==> config.mk <==
export PLATFORM = sky130hd
export DESIGN_NAME = ram_sig_1p
export DESIGN_NICKNAME = d
export VERILOG_FILES = /design/src/rtl/ram_sig_pkg.sv /design/src/rtl/ram_sig_1p.sv
export SDC_FILE = /design/constraint.sdc
export NUM_CORES = 1
export LEC_CHECK = 0
export CORE_ASPECT_RATIO = 1.25
export CORE_MARGIN = 2
export CORE_UTILIZATION = 25
export CTS_CLUSTER_SIZE = 30
export DETAILED_ROUTE_END_ITERATION = 7
export GPL_ROUTABILITY_DRIVEN = 0
export PLACE_DENSITY_LB_ADDON = 0.08
export SLEW_MARGIN = 20
export SYNTH_ARGS = -nofsm -noshare
export SYNTH_HDL_FRONTEND = slang
export SYNTH_SLANG_ARGS = --single-unit
==> constraint.sdc <==
create_clock -name clk -period 2.15 [get_ports clk]
set_input_delay 0.215 -clock clk [delete_from_list [all_inputs] [get_ports clk]]
set_output_delay 0.215 -clock clk [all_outputs]
set_load 0.05 [all_outputs]
==> src/rtl/ram_sig_pkg.sv <==
// ram_sig_pkg: shared defaults and address-width helper for the single-port RAM and its FIFO user.
package ram_sig_pkg;
    localparam int RAM_SIG_WIDTH = 8;
    localparam int RAM_SIG_DEPTH = 128;
    function automatic int addr_w(input int depth);
        return (depth < 2) ? 1 : $clog2(depth);
    endfunction
endpackage

==> src/rtl/ram_sig_1p.sv <==
// ram_sig_1p: single-port synchronous RAM, write or read each cycle, registered read data.
module ram_sig_1p
    import ram_sig_pkg::*;
#(
    parameter int WIDTH = RAM_SIG_WIDTH,
    parameter int DEPTH = RAM_SIG_DEPTH,
    localparam int AW = addr_w(DEPTH)
) (
    input  logic             clk,
    input  logic             rst,
    input  logic             wren,
    input  logic [WIDTH-1:0] data_in,
    input  logic [AW-1:0]    addr,
    output logic [WIDTH-1:0] data_out
);
    localparam logic [AW:0] DEPTH_L = DEPTH[AW:0];
    logic [WIDTH-1:0] r_mem [0:DEPTH-1];
    logic [WIDTH-1:0] r_data_out;
    logic             w_in_range;
    assign w_in_range = {1'b0, addr} < DEPTH_L;
    // Array kept in its own reset-free block so it maps onto block RAM.
    always_ff @(posedge clk) begin
        if (wren && !rst && w_in_range) r_mem[addr] <= data_in;
    end
    always_ff @(posedge clk) begin
        if (rst) r_data_out <= '0;
        else if (!wren) r_data_out <= w_in_range ? r_mem[addr] : '0;
    end
    assign data_out = r_data_out;
endmodule

==> results.md, run 1 <==
* Routed vias at 23900
* Total CTS buffers at 112
* Power per cell area at 843 nW/um^2
* Endpoint of the worst hold path: r_mem[37][1]$_DFFE_PP_
* Lkg Pwr at 17.5 nW
* Final hold vios at 0
* Data arrival, critical path at 2.79 ns
* Asr flop ratio synth at 0
* DRT Wirelength at 154000 microns
* Die Width at 365 microns
* Initial DRT Pass Iterations at 5
* Depth of the CTS H-tree at 3
* CTS Sinks at 1032
* Die Footprint at 166000 sq um
* Hold Path Origin: data_in[1]
* Area growth syn-to-layout at 30.3%
* Post-DP Area at 49200 sq um
* Commonest cells after routing, fill and taps aside: 1024 x edfxtp_1, 448 x buf_4, 134 x buf_12
* Port-buffer cells at 25
* Max incr delay on CP at 0.37 ns
* CTS root buf: clkbuf_16
* Worst Clk Skew at 0.0270 ns
* Nets@finish at 2820
* Failing checks: setup timing
* Reg2reg path depth at 6
* Clock Pin Slew Worst Setup and Hold Paths at 0.06 ns
* CP Capture Type: flip-flop
* Main synth FF type: edfxtp_1
* Slew margin rel. at 0.440
* All-Layer GR Usage at 0.185
* CTS tree: done
* Critical path required time at 2.79 ns
* CP startpoint kind: flip-flop
* Largest net degree at the start of global routing at 59
* Max FO, Critical Path at 1
* Initial Utilization at 0.252
* Die extent in y at 455 microns
* Synthesized flop and latch total at 1032
* Synth warn at 0
* Status: finished, violations left
* Worst reg2reg startpoint: r_mem[33][3]$_DFFE_PP_
* Post-synth EDFFs at 1024
* Period minus WS final at 2.15 ns
* Global route total overflow at 0
* Syn_area_per_cell at 18.2 sq um
* Initial antenna violation count at 4
* Maximum clock rate at 0.464 GHz
* Layout cell share with drive strength beyond 1 at 0.360
* Residual DRC count at 0
* Mapped cell area at 40700 sq um
* Final design utilization at 0.328
* Final setup viols at 1
* Clock insertion delay at the later pin of the skew report at 0.75 ns
* Total of fill cells in the finished design at 15700
* Deepest clock path buffer count at 3
* Register area share after synthesis at 0.759
* Vias per cell at 4.72
* CP Buf/Inv Count at 0
* Cell variety after synth at 68
* Mapped Cells at 2244
* Max Cap Viol at 0
* Hold path depth at 1
* Design area at 53100 sq um
* Std cell rows at 165
* CP Class: flip-flop to flip-flop
* Worst hold path type: primary input to flip-flop
* Family with the most delay on the worst path: compound AO/OA/AOI/OAI gates
* RSZ-0062 raised after global routing: yes
* Worst path cell trace: mux2_4 > a221o_1 > a221o_1 > o211ai_1 > a311o_1 > a221oi_2
* Reg2reg end: data_out[3]$_SDFFE_PP0N_
* Most used cell along the critical path: a221o_1
* CP max-delay cell: a311o_1
* Syn_nets at 2262
* Core Region at 162000 sq um
* Leading cell type in the layout, fill and taps excluded: edfxtp_1
* Final setup margin at -0.00440 ns
* IO Pins at 26
* Violation count after the first detailed-route iteration at 2033
* R2r setup slk at -0.004 ns
* Routed wire per std cell at 30.4 microns
* Pre-CTS setup slack at -0.757 ns
* Vias in the first global route at 24900
* Number of setup buffers added after CTS at 0
* First-pass GRT wire length at 211000 microns
* Final Max Tran Viols at 0
* Maximum vdd drop at 0.000638 V
* Hpwl dp at 108000 microns
* Setup TNS at -0.00440 ns
* DRT antenna net count at 0
* Final period utilization at 1.00
* Worst-Margin Slew at 0.840 ns
-- routing by layer --
metal | global-route usage | wire length, microns | vias up | part of all wire
li1 | - | - | 10300 | -
met1 | 0.242 | 67000 | 12800 | 0.44
met2 | 0.326 | 78400 | 544 | 0.51
met3 | 0.0191 | 5120 | 146 | 0.033
met4 | 0.0469 | 3190 | 0 | 0.021
met5 | 0 | 0 | - | 0
-- power breakdown --
| group | switching (mW) | internal [mW] |
|---|---|---|
| clock | 8.14 | 10.9 |
| combinational | 2.14 | 1.34 |
| sequential | 0.0495 | 22.2 |
-- final cells by class --
class / count / area (sq um) / area share
diodes: 1 / 2.50 / 0.0000471
clock buffers: 133 / 2900 / 0.0547
clock inverters: 70 / 666 / 0.0125
inverters: 15 / 58.8 / 0.00111
multi-input cells: 1036 / 9560 / 0.180
flip-flops and latches: 1032 / 30900 / 0.582
well taps: 2171 / 2720 / 0.0512
repair buffers: 605 / 6280 / 0.118
-- registers in the layout, summed over array words and instances (netlist names) --
register,count
data_out,8
r_mem,1024
-- kinds of logic after synthesis --
kind of cell	synth area share
flops	0.759
compound gates	0.0773
simple gates	0.0386
mux	0.103
buf+inv	0.0224
-- worst max-delay path by stage --
stage,startpoint,to,slack [ns],depth (start not counted)
2_1_floorplan,addr[2],r_mem[96][0]$_DFFE_PP_,-0.22,8
3_3_place_gp,addr[1],data_out[7]$_SDFFE_PP0N_,-0.78,9
3_5_place_dp,addr[5],r_mem[52][4]$_DFFE_PP_,-0.76,9
4_1_cts,r_mem[33][3]$_DFFE_PP_,data_out[3]$_SDFFE_PP0N_,-0.01,6
5_1_grt,r_mem[37][3]$_DFFE_PP_,data_out[3]$_SDFFE_PP0N_,-0.04,6
6_report,r_mem[33][3]$_DFFE_PP_,data_out[3]$_SDFFE_PP0N_,-0.004,6
-- synth_stat cells, drive strengths merged (11+ instances only) --
cell	instances	area [sq um]
a21oi	40	200
a221o	19	190
a221oi	112	987
a22oi	47	353
a31oi	13	81.3
buf	103	638
clkbuf	58	218
edfxtp	1024	30700
inv	13	48.8
mux2	74	833
mux2i	100	1000
mux4	105	2360
nand2	95	357
nand2b	27	169
nand3	15	75.1
nor2	158	596
nor2b	11	68.8
o21ai	29	145
o221ai	23	201
o22a	12	105
o22ai	28	175
o2bb2ai	12	105
-- stage by stage --
step / std cells / total power [mW] / hold slack (ns)
finish: 5063 / 44.8 / 0.111
global route: 5063 / 46.1 / 0.107
CTS: 5062 / 45.4 / 0.0643
detailed placement: 4854 / 26.1 / 0.649
global placement: 4854 / 26.1 / 0.652
floorplan: 2244 / 23.9 / 0.314
-- repair_timing --
action,in CTS,in global routing
setup endpoints to repair,15,15
cloned,0,0
pin swaps,5,7
hold buffers,7,0
gates resized for setup,36,21
hold endpoints to repair,158,0
Note: power is estimated with default switching activity, not from simulation.
==> inputs of run 2 (changes only) <==
==> constraint.sdc (replaced) <==
create_clock -name clk -period 2.4 [get_ports clk]
set_input_delay 0.24 -clock clk [delete_from_list [all_inputs] [get_ports clk]]
set_output_delay 0.24 -clock clk [all_outputs]
set_load 0.05 [all_outputs]
==> run 2 against run 1 <==
  * The flow now finishes without violations
  * Critical endpoint is now data_out[2]
  * First-iteration DRC count is 0.64% higher
  * Final area decreased by 2.4%
  * Die area unchanged
  * Clock power fell by 7%
  * Sequential power is 10% lower
  * Register-to-register slack better by 0.04 ns
  * Critical path depth down 5
  * Combinational power fell by 15%
  * Non-clock buffer count fell by 15
  * Count of clock-buffer cells in the layout rose by 10
==> results.md, run 2 (synthesis results as in run 1) <==
* Worst hold path type: primary input to flip-flop
* Initial DRT Pass Iterations at 5 (unchanged)
* Top reg by flops: r_mem
* Power per cell area at 783 nW/um^2 (-7.1%)
* Reg area at 30900 sq um (unchanged)
* Worst Clk Skew at 0.0376 ns (+0.0106 ns)
* Cell-internal power at 31.4 mW (-8.8%)
* Die Width at 365 microns (unchanged)
* Hold path depth at 1 (unchanged)
* Worst path cell trace: clkdlybuf4s50_1
* Maximum clock rate at 0.424 GHz
* CP max-delay cell: clkdlybuf4s50_1
* Largest net degree at the start of global routing at 79 (+34%)
* DRT Wirelength at 151000 microns (-1.9%)
* Data arrival, critical path at 2.12 ns (-0.67 ns)
* Leading cell type in the layout, fill and taps excluded: edfxtp_1
* Final setup viols at 0 (-1)
* Status: finished clean
* Max FO, Critical Path at 2 (+1)
* Total of fill cells in the finished design at 15800 (+0.75%)
* CP Buf/Inv Count at 1 (+1)
* Reg2reg end: data_out[4]$_SDFFE_PP0N_
* Die Footprint at 166000 sq um (unchanged)
* CP Capture Type: output pin
* Vias per cell at 4.73 (+0.39%)
* Critical path required time at 2.16 ns (-0.63 ns)
* Die extent in y at 455 microns (unchanged)
* Core Region at 162000 sq um (unchanged)
* Routed wire per std cell at 29.8 microns (-1.7%)
* RSZ-0062 raised after global routing: no
* Deepest clock path buffer count at 3 (unchanged)
* Final Power at 40.6 mW (-9.3%)
* Clock power share at 0.437 (+0.011)
* Final design utilization at 0.320 (-0.00779)
* Std cell rows at 165 (unchanged)
* R2r setup slk at 0.04 ns (+0.04 ns)
* Flop pwr share at 0.490 (-0.006)
* Routed vias at 23900 (+0.26%)
* All-Layer GR Usage at 0.182 (-0.00322)
* Depth of the CTS H-tree at 3 (unchanged)
* Max Cap Viol at 0 (unchanged)
* Max reg flops at 1024 (unchanged)
* Port-buffer cells at 25 (unchanged)
* Nets@finish at 2805 (-0.53%)
* Global route total overflow at 0 (unchanged)
* Commonest cells after routing, fill and taps aside: 1024 x edfxtp_1, 494 x buf_4, 156 x nor2_1
* Period minus WS final at 2.36 ns
* CTS root buf: clkbuf_16
* CP startpoint kind: flip-flop
* Worst-Margin Slew at 0.966 ns (+0.126 ns)
* Layout cell share with drive strength beyond 1 at 0.329 (-0.0313)
* Final Max Tran Viols at 0 (unchanged)
* Hold Path Origin: data_in[3]
* Area of the multi-input gates at 9010 sq um (-5.8%)
* Initial Utilization at 0.252 (unchanged)
* CTS tree: done
* Slew margin rel. at 0.354 (-0.0866)
* Max incr delay on CP at 0.87 ns (+0.50 ns)
* Lkg Pwr at 17.2 nW (-1.3%)
* # placed instances at 4837 (-0.35%)
* Clock insertion delay at the later pin of the skew report at 0.74 ns (about the same)
* Clock Pin Slew Worst Setup and Hold Paths at 0.06 ns (about the same)
* Endpoint of the worst hold path: r_mem[8][3]$_DFFE_PP_
* Worst reg2reg startpoint: r_mem[119][4]$_DFFE_PP_
* Initial antenna violation count at 7 (+3)
* Gate power share at 0.073 (-0.005)
* Sw Pwr at 9.23 mW (-11%)
* Family with the most delay on the worst path: buffers and inverters
* IO Pins at 26 (unchanged)
* Hpwl dp at 104000 microns (-3.2%)
* Final period utilization at 0.983
* CP Class: flip-flop to output pin
* Sw frac at 0.227 (-0.00373)
* CTS Sinks at 1032 (unchanged)
* Vias in the first global route at 24900 (+0.27%)
* First-pass GRT wire length at 209000 microns (-0.94%)
* Maximum vdd drop at 0.000555 V (-13%)
* Reg2reg path depth at 6 (unchanged)
* Final hold vios at 0 (unchanged)
* Non-filler instance count after layout at 5056 (-0.14%)
* Total CTS buffers at 112 (unchanged)
* Residual DRC count at 0 (unchanged)
* Violation count after the first detailed-route iteration at 2046 (+0.64%)
* Number of setup buffers added after CTS at 0 (unchanged)
* DRT antenna net count at 0 (unchanged)
* Area growth syn-to-layout at 27.2%
==> run 2: layout make-up <==
type,count,area share
Antenna cell,2,0.0000966
Clock buffer,143,0.0591
Clock inverter,67,0.0131
Inverter,15,0.00113
Multi-Input combinational cell,1036,0.174
Sequential cell,1032,0.596
Tap cell,2171,0.0524
Timing Repair Buffer,590,0.104
==> run 2: repair_timing <==
item | CTS | global route
endpoints found under the setup margin | 7 | 1
pin swaps | 0 | 1
hold buffers | 7 | 0
resized for setup | 10 | 1
endpoints found under the hold margin | 115 | 0
==> run 2: through the flow <==
step	setup TNS, ns	hold slack [ns]	setup slack [ns]	area [sq um]
floorplan	-0.771	0.339	-0.00620	40700
global placement	-167.08	0.564	-0.793	48000
detailed placement	-174.81	0.565	-0.745	48000
CTS	0	0.0248	0.00426	51800
global route	0	0.0689	0.00555	51800
finish	0	0.0622	0.0400	51800
==> run 2: power by group through the flow <==
stage | clock [mW] | sequential (mW) | combinational (mW)
final | 17.7 | 19.9 | 2.97
after global routing | 18.8 | 19.9 | 3.14
after CTS | 18.3 | 19.9 | 3.04
after detailed placement | 0 | 20.3 | 3.01
after global placement | 0 | 20.3 | 3.01
after floorplan | 0 | 20.3 | 1.09
==> run 2: worst max-delay path by stage <==
stage / cells past startpoint / startpoint / slack, ns / endpoint
final: 1 / data_out[2]$_SDFFE_PP0N_ / 0.04 / data_out[2]
after global routing: 6 / r_mem[100][2]$_DFFE_PP_ / 0.006 / data_out[2]$_SDFFE_PP0N_
after CTS: 1 / data_out[2]$_SDFFE_PP0N_ / 0.004 / data_out[2]
after floorplan: 9 / addr[1] / -0.006 / r_mem[106][0]$_DFFE_PP_
after detailed placement: 8 / addr[0] / -0.74 / data_out[2]$_SDFFE_PP0N_
after global placement: 10 / addr[2] / -0.79 / data_out[2]$_SDFFE_PP0N_
==> run 2: routing by layer <==
metal,track usage,vias up,share of wire
met5,0,-,0
li1,-,10300,-
met2,0.317,497,0.51
met1,0.236,13000,0.43
met4,0.0528,0,0.024
met3,0.0209,172,0.034
==> inputs of run 3 (changes only) <==
--- a/config.mk
+++ b/config.mk
@@ -12,6 +12,7 @@
 export DETAILED_ROUTE_END_ITERATION = 7
 export GPL_ROUTABILITY_DRIVEN = 0
 export PLACE_DENSITY_LB_ADDON = 0.08
+export REMOVE_ABC_BUFFERS = 1
 export SLEW_MARGIN = 20
 export SYNTH_ARGS = -nofsm -noshare
 export SYNTH_HDL_FRONTEND = slang
==> run 3 against run 2 <==
  * Core utilization fell by 0.062 points
  * Clock power barely moved
  * Critical path type is now flip-flop to flip-flop
  * Clock skew fell by 0.0035 ns
  * Worst setup slack improved by 0.0087 ns
  * Maximum frequency rose by 0.37%
  * Register-to-register slack barely moved
  * Final area fell by 0.19%
  * Via count fell by 0.88%
  * Total power rose by 0.49%
  * Largest cell class unchanged
  * Highest routed layer unchanged
  * Count of clock-buffer cells in the layout fell by 7
==> results.md, run 3 (synthesis results as in run 1) <==
* Flop pwr share at 0.488 (-0.002)
* CP Capture Point: data_out[0]$_SDFFE_PP0N_
* CTS Sinks at 1032 (unchanged)
* Reg area at 30900 sq um (unchanged)
* Sw Pwr at 9.20 mW (-0.31%)
* Hpwl dp at 104000 microns (-0.18%)
* Final setup margin at 0.0487 ns (+0.00873 ns)
* Die Width at 365 microns (unchanged)
* Max reg flops at 1024 (unchanged)
* Worst hold path type: primary input to flip-flop
* Clock Pin Slew Worst Setup and Hold Paths at 0.07 ns (about the same)
* Cell-internal power at 31.6 mW (+0.73%)
* Core Region at 162000 sq um (unchanged)
* Final hold vios at 0 (unchanged)
* Global route total overflow at 0 (unchanged)
* Final Max Tran Viols at 0 (unchanged)
* Area of the multi-input gates at 9010 sq um (about the same)
* Deepest clock path buffer count at 3 (unchanged)
* Leading cell type in the layout, fill and taps excluded: edfxtp_1
* Clock power share at 0.440 (+0.003)
* Critical path required time at 2.98 ns (+0.82 ns)
* Area growth syn-to-layout at 27.0%
* Final setup viols at 0 (unchanged)
* Initial antenna violation count at 5 (-2)
* Maximum clock rate at 0.425 GHz (+0.37%)
* Commonest cells after routing, fill and taps aside: 1024 x edfxtp_1, 483 x buf_4, 156 x nor2_1
* Routed vias at 23700 (-0.88%)
* Top reg by flops: r_mem
* Nets@finish at 2791 (-0.50%)
* Vias per cell at 4.71 (-0.56%)
* Sw frac at 0.225 (-0.00181)
* Die Footprint at 166000 sq um (unchanged)
* Worst reg2reg startpoint: r_mem[57][0]$_DFFE_PP_
* Worst-Margin Slew at 0.823 ns (-0.143 ns)
* Data arrival, critical path at 2.93 ns (+0.81 ns)
* Depth of the CTS H-tree at 3 (unchanged)
* Layout cell share with drive strength beyond 1 at 0.322 (-0.00723)
* Pre-CTS setup slack at -0.792 ns (-0.0471 ns)
* DRT Wirelength at 151000 microns (+0.27%)
* Residual DRC count at 0 (unchanged)
* All-Layer GR Usage at 0.182 (+0.000834)
* First-pass GRT wire length at 210000 microns (+0.34%)
* Max Cap Viol at 0 (unchanged)
* Power per cell area at 789 nW/um^2 (+0.69%)
* Routed wire per std cell at 30.0 microns (+0.58%)
* Worst Clk Skew at 0.0340 ns (-0.00354 ns)
* Port-buffer cells at 25 (unchanged)
* Number of setup buffers added after CTS at 0 (unchanged)
* Crit. Startpoint: r_mem[57][0]$_DFFE_PP_
* Gate power share at 0.072 (about the same)
* CP startpoint kind: flip-flop
* Maximum vdd drop at 0.000572 V (+3.0%)
* Non-filler instance count after layout at 5040 (-0.32%)
* Hold Worst Slack at 0.0708 ns (+0.00859 ns)
* CP Capture Type: flip-flop
* Vias in the first global route at 25200 (+1.0%)
* Slew margin rel. at 0.444 (+0.0905)
* Largest net degree at the start of global routing at 75 (-5.1%)
* # placed instances at 4825 (-0.25%)
* Violation count after the first detailed-route iteration at 1677 (-18%)
* R2r setup slk at 0.05 ns (about the same)
* Total CTS buffers at 111 (-0.89%)
* Std cell rows at 165 (unchanged)
* RSZ-0062 raised after global routing: no
* CTS root buf: clkbuf_16
* Total of fill cells in the finished design at 15800 (-0.15%)
* Die extent in y at 455 microns (unchanged)
* CTS tree: done
* Clock insertion delay at the later pin of the skew report at 0.74 ns (about the same)
* Reg2reg path depth at 5 (-1)
* Lkg Pwr at 17.1 nW (-0.54%)
* Period minus WS final at 2.35 ns (-0.00873 ns)
* Status: finished clean
* Max FO, Critical Path at 1 (-1)
* Initial Utilization at 0.252 (unchanged)
* DRT antenna net count at 0 (unchanged)
* Final period utilization at 0.980 (-0.00364)
* Reg2reg end: data_out[0]$_SDFFE_PP0N_
* CP Class: flip-flop to flip-flop
* Initial DRT Pass Iterations at 5 (unchanged)
* IO Pins at 26 (unchanged)
[run 3: changes by cell type in the layout (fill, tap and decap cells not counted), moves of 3 or more]
| cell | change |
|---|---|
| bufinv_16 | +6 |
| dlygate4sd2_1 | +5 |
| buf_4 | -11 |
| clkdlybuf4s50_1 | -5 |
| clkinv_1 | +7 |
| clkinv_2 | -11 |
| clkbuf_16 | -3 |
| clkbuf_8 | -7 |
[run 3: layout make-up]
type,count,area share
Antenna cell,2,0.0000967
Clock buffer,136,0.0563
Clock inverter,71,0.0162
Inverter,15,0.00111
Multi-Input combinational cell,1036,0.174
Sequential cell,1032,0.598
Tap cell,2171,0.0525
Timing Repair Buffer,577,0.102
[run 3: timing repair]
action	in CTS	in global routing
pin swaps	0	0
resized for setup	10	6
hold endpoints to repair	88	0
hold buffers	6	0
endpoints found under the setup margin	9	3
[run 3: worst min-delay path by stage]
| stage | from | end | slack, ns | depth (start not counted) |
|---|---|---|---|---|
| 2_1_floorplan | rst | data_out[3]$_SDFFE_PP0N_ | 0.31 | 1 |
| 3_3_place_gp | data_in[1] | r_mem[54][1]$_DFFE_PP_ | 0.65 | 1 |
| 3_5_place_dp | data_out[0]$_SDFFE_PP0N_ | data_out[0]$_SDFFE_PP0N_ | 0.65 | 3 |
| 4_1_cts | data_in[5] | r_mem[14][5]$_DFFE_PP_ | 0.04 | 1 |
| 5_1_grt | data_in[5] | r_mem[14][5]$_DFFE_PP_ | 0.09 | 1 |
| 6_report | data_in[5] | r_mem[14][5]$_DFFE_PP_ | 0.07 | 1 |
[run 3: routing by layer]
metal | wire [microns] | track usage
met1 | 65000 | 0.233
met2 | 78300 | 0.326
met3 | 4370 | 0.0183
met4 | 3610 | 0.0526
met5 | 0 | 0
[run 3: through the flow]
| stage | TNS, ns | power, mW | utilization | area [sq um] |
|---|---|---|---|---|
| floorplan | -197.03 | 21.1 | - | 39900 |
| global placement | -169.56 | 23.3 | 0.296 | 47900 |
| detailed placement | -166.86 | 23.3 | 0.296 | 47900 |
| CTS | 0 | 41.4 | 0.319 | 51700 |
| global route | 0 | 42.1 | 0.320 | 51700 |
| finish | 0 | 40.8 | 0.320 | 51700 |
[run 3: worst max-delay path, stage by stage (launching register included)]
cell,delay [ns]
edfxtp_1,0.37
a221oi_1,0.53
o221ai_1,0.30
o311a_1,0.19
o32ai_1,0.62
a41oi_1,0.21
[run 3: power groups by stage]
stage / clock, mW / sequential [mW] / combinational (mW)
after global placement: 0 / 20.3 / 3.00
after detailed placement: 0 / 20.3 / 3.00
after CTS: 18.5 / 19.9 / 3.01
after floorplan: 0 / 20.3 / 0.821
after global routing: 19.1 / 19.9 / 3.11
final: 18.0 / 19.9 / 2.95
==> edit, RTL diff (flow settings as in run 1) <==
Change the package constant `RAM_SIG_DEPTH` from 128 to 256.
--- a/src/rtl/ram_sig_pkg.sv
+++ b/src/rtl/ram_sig_pkg.sv
@@ -3,3 +3,3 @@
     localparam int RAM_SIG_WIDTH = 8;
-    localparam int RAM_SIG_DEPTH = 128;
+    localparam int RAM_SIG_DEPTH = 256;
     function automatic int addr_w(input int depth);
Interface: changed (resized addr); port bits go from 26 to 27. No check against the original RTL was run, so the function may have changed too.
==> edit against run 1 <==
  * The run still ends with setup timing left
  * Cell area increased by 98%
  * Combinational power up 68%
  * Sequential share of layout area is 0.52 points higher
  * Wire length up 81%
  * Clock skew increased by 0.039 ns
  * Setup slack worse by 0.24 ns
  * Sequential power rose by 99%
  * Synthesized area grew 96%
  * Sequential cell count grew 1024
  * Highest routed layer unchanged
  * Power increased by 100%
  * Via count grew 72%
  * Die area rose by 95%
  * First-iteration DRC count increased by 48%
==> edit: results (changes against run 1) <==
[cells_and_area]
largest_reg_flops=2048  ; was 1024
nFillCells=30375  ; was 15698
nNetsFinal=4735  ; was 2820
final_cells=9111  ; was 5063
drive_above_1_share_pct=43.4  ; was 36.0%

[worst_hold_path]
hold_path.class=in -> reg  ; unchanged
min_from=addr[4]  ; was data_in[1]

[placement]
dp_hpwl_mm=192  ; was 108 mm
portBuffers=26  ; was 25
pre_cts_ws_ns=-1.55  ; was -0.757 ns
placed_cells=8693  ; was 4854

[worst_setup_path]
cp_data_arrival_time_ns=3.19  ; was 2.79 ns
path_class=reg -> reg  ; unchanged
r2r-start=r_mem[31][5]  ; was r_mem[33][3]
worst-path-max-fanout=1  ; unchanged

[drt]
drtIter0Drc=3007  ; was 2033
wl_mm=279  ; was 154 mm
first_pass_iters=5  ; unchanged
vias=41119  ; was 23873

[yosys]
ys_warn_count=0  ; unchanged
synthTopCellsByCount=edfxtp_1 (2048), mux4_2 (510), nor2_1 (271)  ; was edfxtp_1 (1024), nor2_1 (157), a221oi_1 (111)
synth_edf_count=2048  ; was 1024
async_flop_share_pct=0  ; unchanged
seq_area_frac_synth_pct=77.2  ; was 75.9%
avgSynthCellArea_sq_um=21.4  ; was 18.2 sq um
yosysUniqueCellTypes=49  ; was 68
yosys-top-cells-area=edfxtp_1 (77%), mux4_2 (14%), mux2i_1 (2.0%)  ; was edfxtp_1 (75%), mux4_2 (5.8%), mux2i_1 (2.5%)
postSynthNetCount=3755  ; was 2262

[clock_tree]
clockRootBuffer=clkbuf_16  ; unchanged
postCtsSetupBuffers=0  ; unchanged
cts_buffer_depth=4  ; was 3
htreeDepth=4  ; was 3
cts_buffers=229  ; was 112
clk_latency_ns=0.92  ; was 0.75 ns
cts.reportedPaths.clkPinSlew_ns=0.06  ; about the same

[grt]
grt_pass1_wl_mm=384  ; was 211 mm
antenna_found_initial=10  ; was 4
grt_max_degree=105  ; was 59
track_usage_pct=17.1  ; was 18.5%
grt_pass1_vias=44297  ; was 24856

[sta]
setup_ws_ns=-0.245  ; was -0.00440 ns
clock_skew_ns=0.0657  ; was 0.0270 ns
tightest_slew_ns=0.713  ; was 0.840 ns
setup-violations-final=8  ; was 1

[pwr]
p_leak_nw=33.7  ; was 17.5 nW
peakVddDrop_mv=0.976  ; was 0.638 mV
switchingPower_mw=20.0  ; was 10.3 mW

[outcome]
violations=setup timing  ; unchanged
status=finished with violations  ; unchanged

## edit: area by class of cell
class                      instances  share of cell area [%]
clock buffer                     273                    5.64
tap                             4212                    5.02
antenna                            6                  0.0143
multi-input combinational       1438                    18.3
inverter                          12                  0.0477
clock inverter                   135                    1.35
timing repair buffer             979                    10.9
sequential                      2056                    58.7
## edit: worst paths after layout
kind	to	slack [ns]	cells past startpoint
worst max-delay path	data_out[5]	-0.25	6
worst min-delay path	data_out[1]	0.21	6
worst max register to register	data_out[5]	-0.25	6
worst min register to register	data_out[7]	0.61	2
## edit: critical path, cell delays in order (launching register included)
cell and delay (ns):
edfxtp_1 0.36, mux4_2 0.49, mux4_2 0.63, a2111oi_4 0.43, o211ai_1 0.17, o21ai_1 0.15
o41ai_1 0.08
## edit: logic make-up after synthesis
| kind of cell | Yosys count | synth area share [%] |
|---|---|---|
| multiplexers | 680 | 16.5 |
| flip-flops | 2056 | 77.2 |
| buffers and inverters | 242 | 1.53 |
| AO/OA/AOI/OAI | 210 | 1.86 |
| AND/OR/NAND/NOR | 548 | 2.90 |
## edit: metrics by stage
step | hold WS (ns) | TNS [ns] | util [%] | instance area [sq um]
3_5_place_dp | 0.571 | -1250.10 | 30.5 | 97100
3_3_place_gp | 0.567 | -1253.64 | 30.5 | 97100
4_1_cts | 0.150 | -1.65 | 32.9 | 105000
6_report | 0.210 | -1.37 | 32.9 | 105000
5_1_grt | 0.186 | -1.88 | 32.9 | 105000
2_1_floorplan | 0.314 | -26.15 | - | 82100
## edit: power groups by stage
stage               registers [mW]  clock network, mW  logic, mW
floorplan                     45.1                  0       2.37
global placement              45.0                  0       5.91
detailed placement            45.0                  0       5.90
CTS                           44.2               40.6       6.05
global route                  44.2               42.0       6.19
finish                        44.2               39.4       5.85
## edit: metal layers
| metal | vias up | GRT usage [%] | part of all wire, % | wire length, um |
|---|---|---|---|---|
| met5 | - | 0 | 0 | 0 |
| met4 | 0 | 3.67 | 2.0 | 5680 |
| met3 | 297 | 1.93 | 3.0 | 8230 |
| met2 | 681 | 30.5 | 52 | 146000 |
| met1 | 22551 | 22.2 | 43 | 119000 |
| li1 | 17590 | - | - | - |
## edit: repair_timing
item / CTS / global route
pin swaps: 20 / 8
endpoints found under the setup margin: 14 / 8
endpoints found under the hold margin: 1074 / 0
gates resized for setup: 101 / 16
hold buffers: 8 / 0
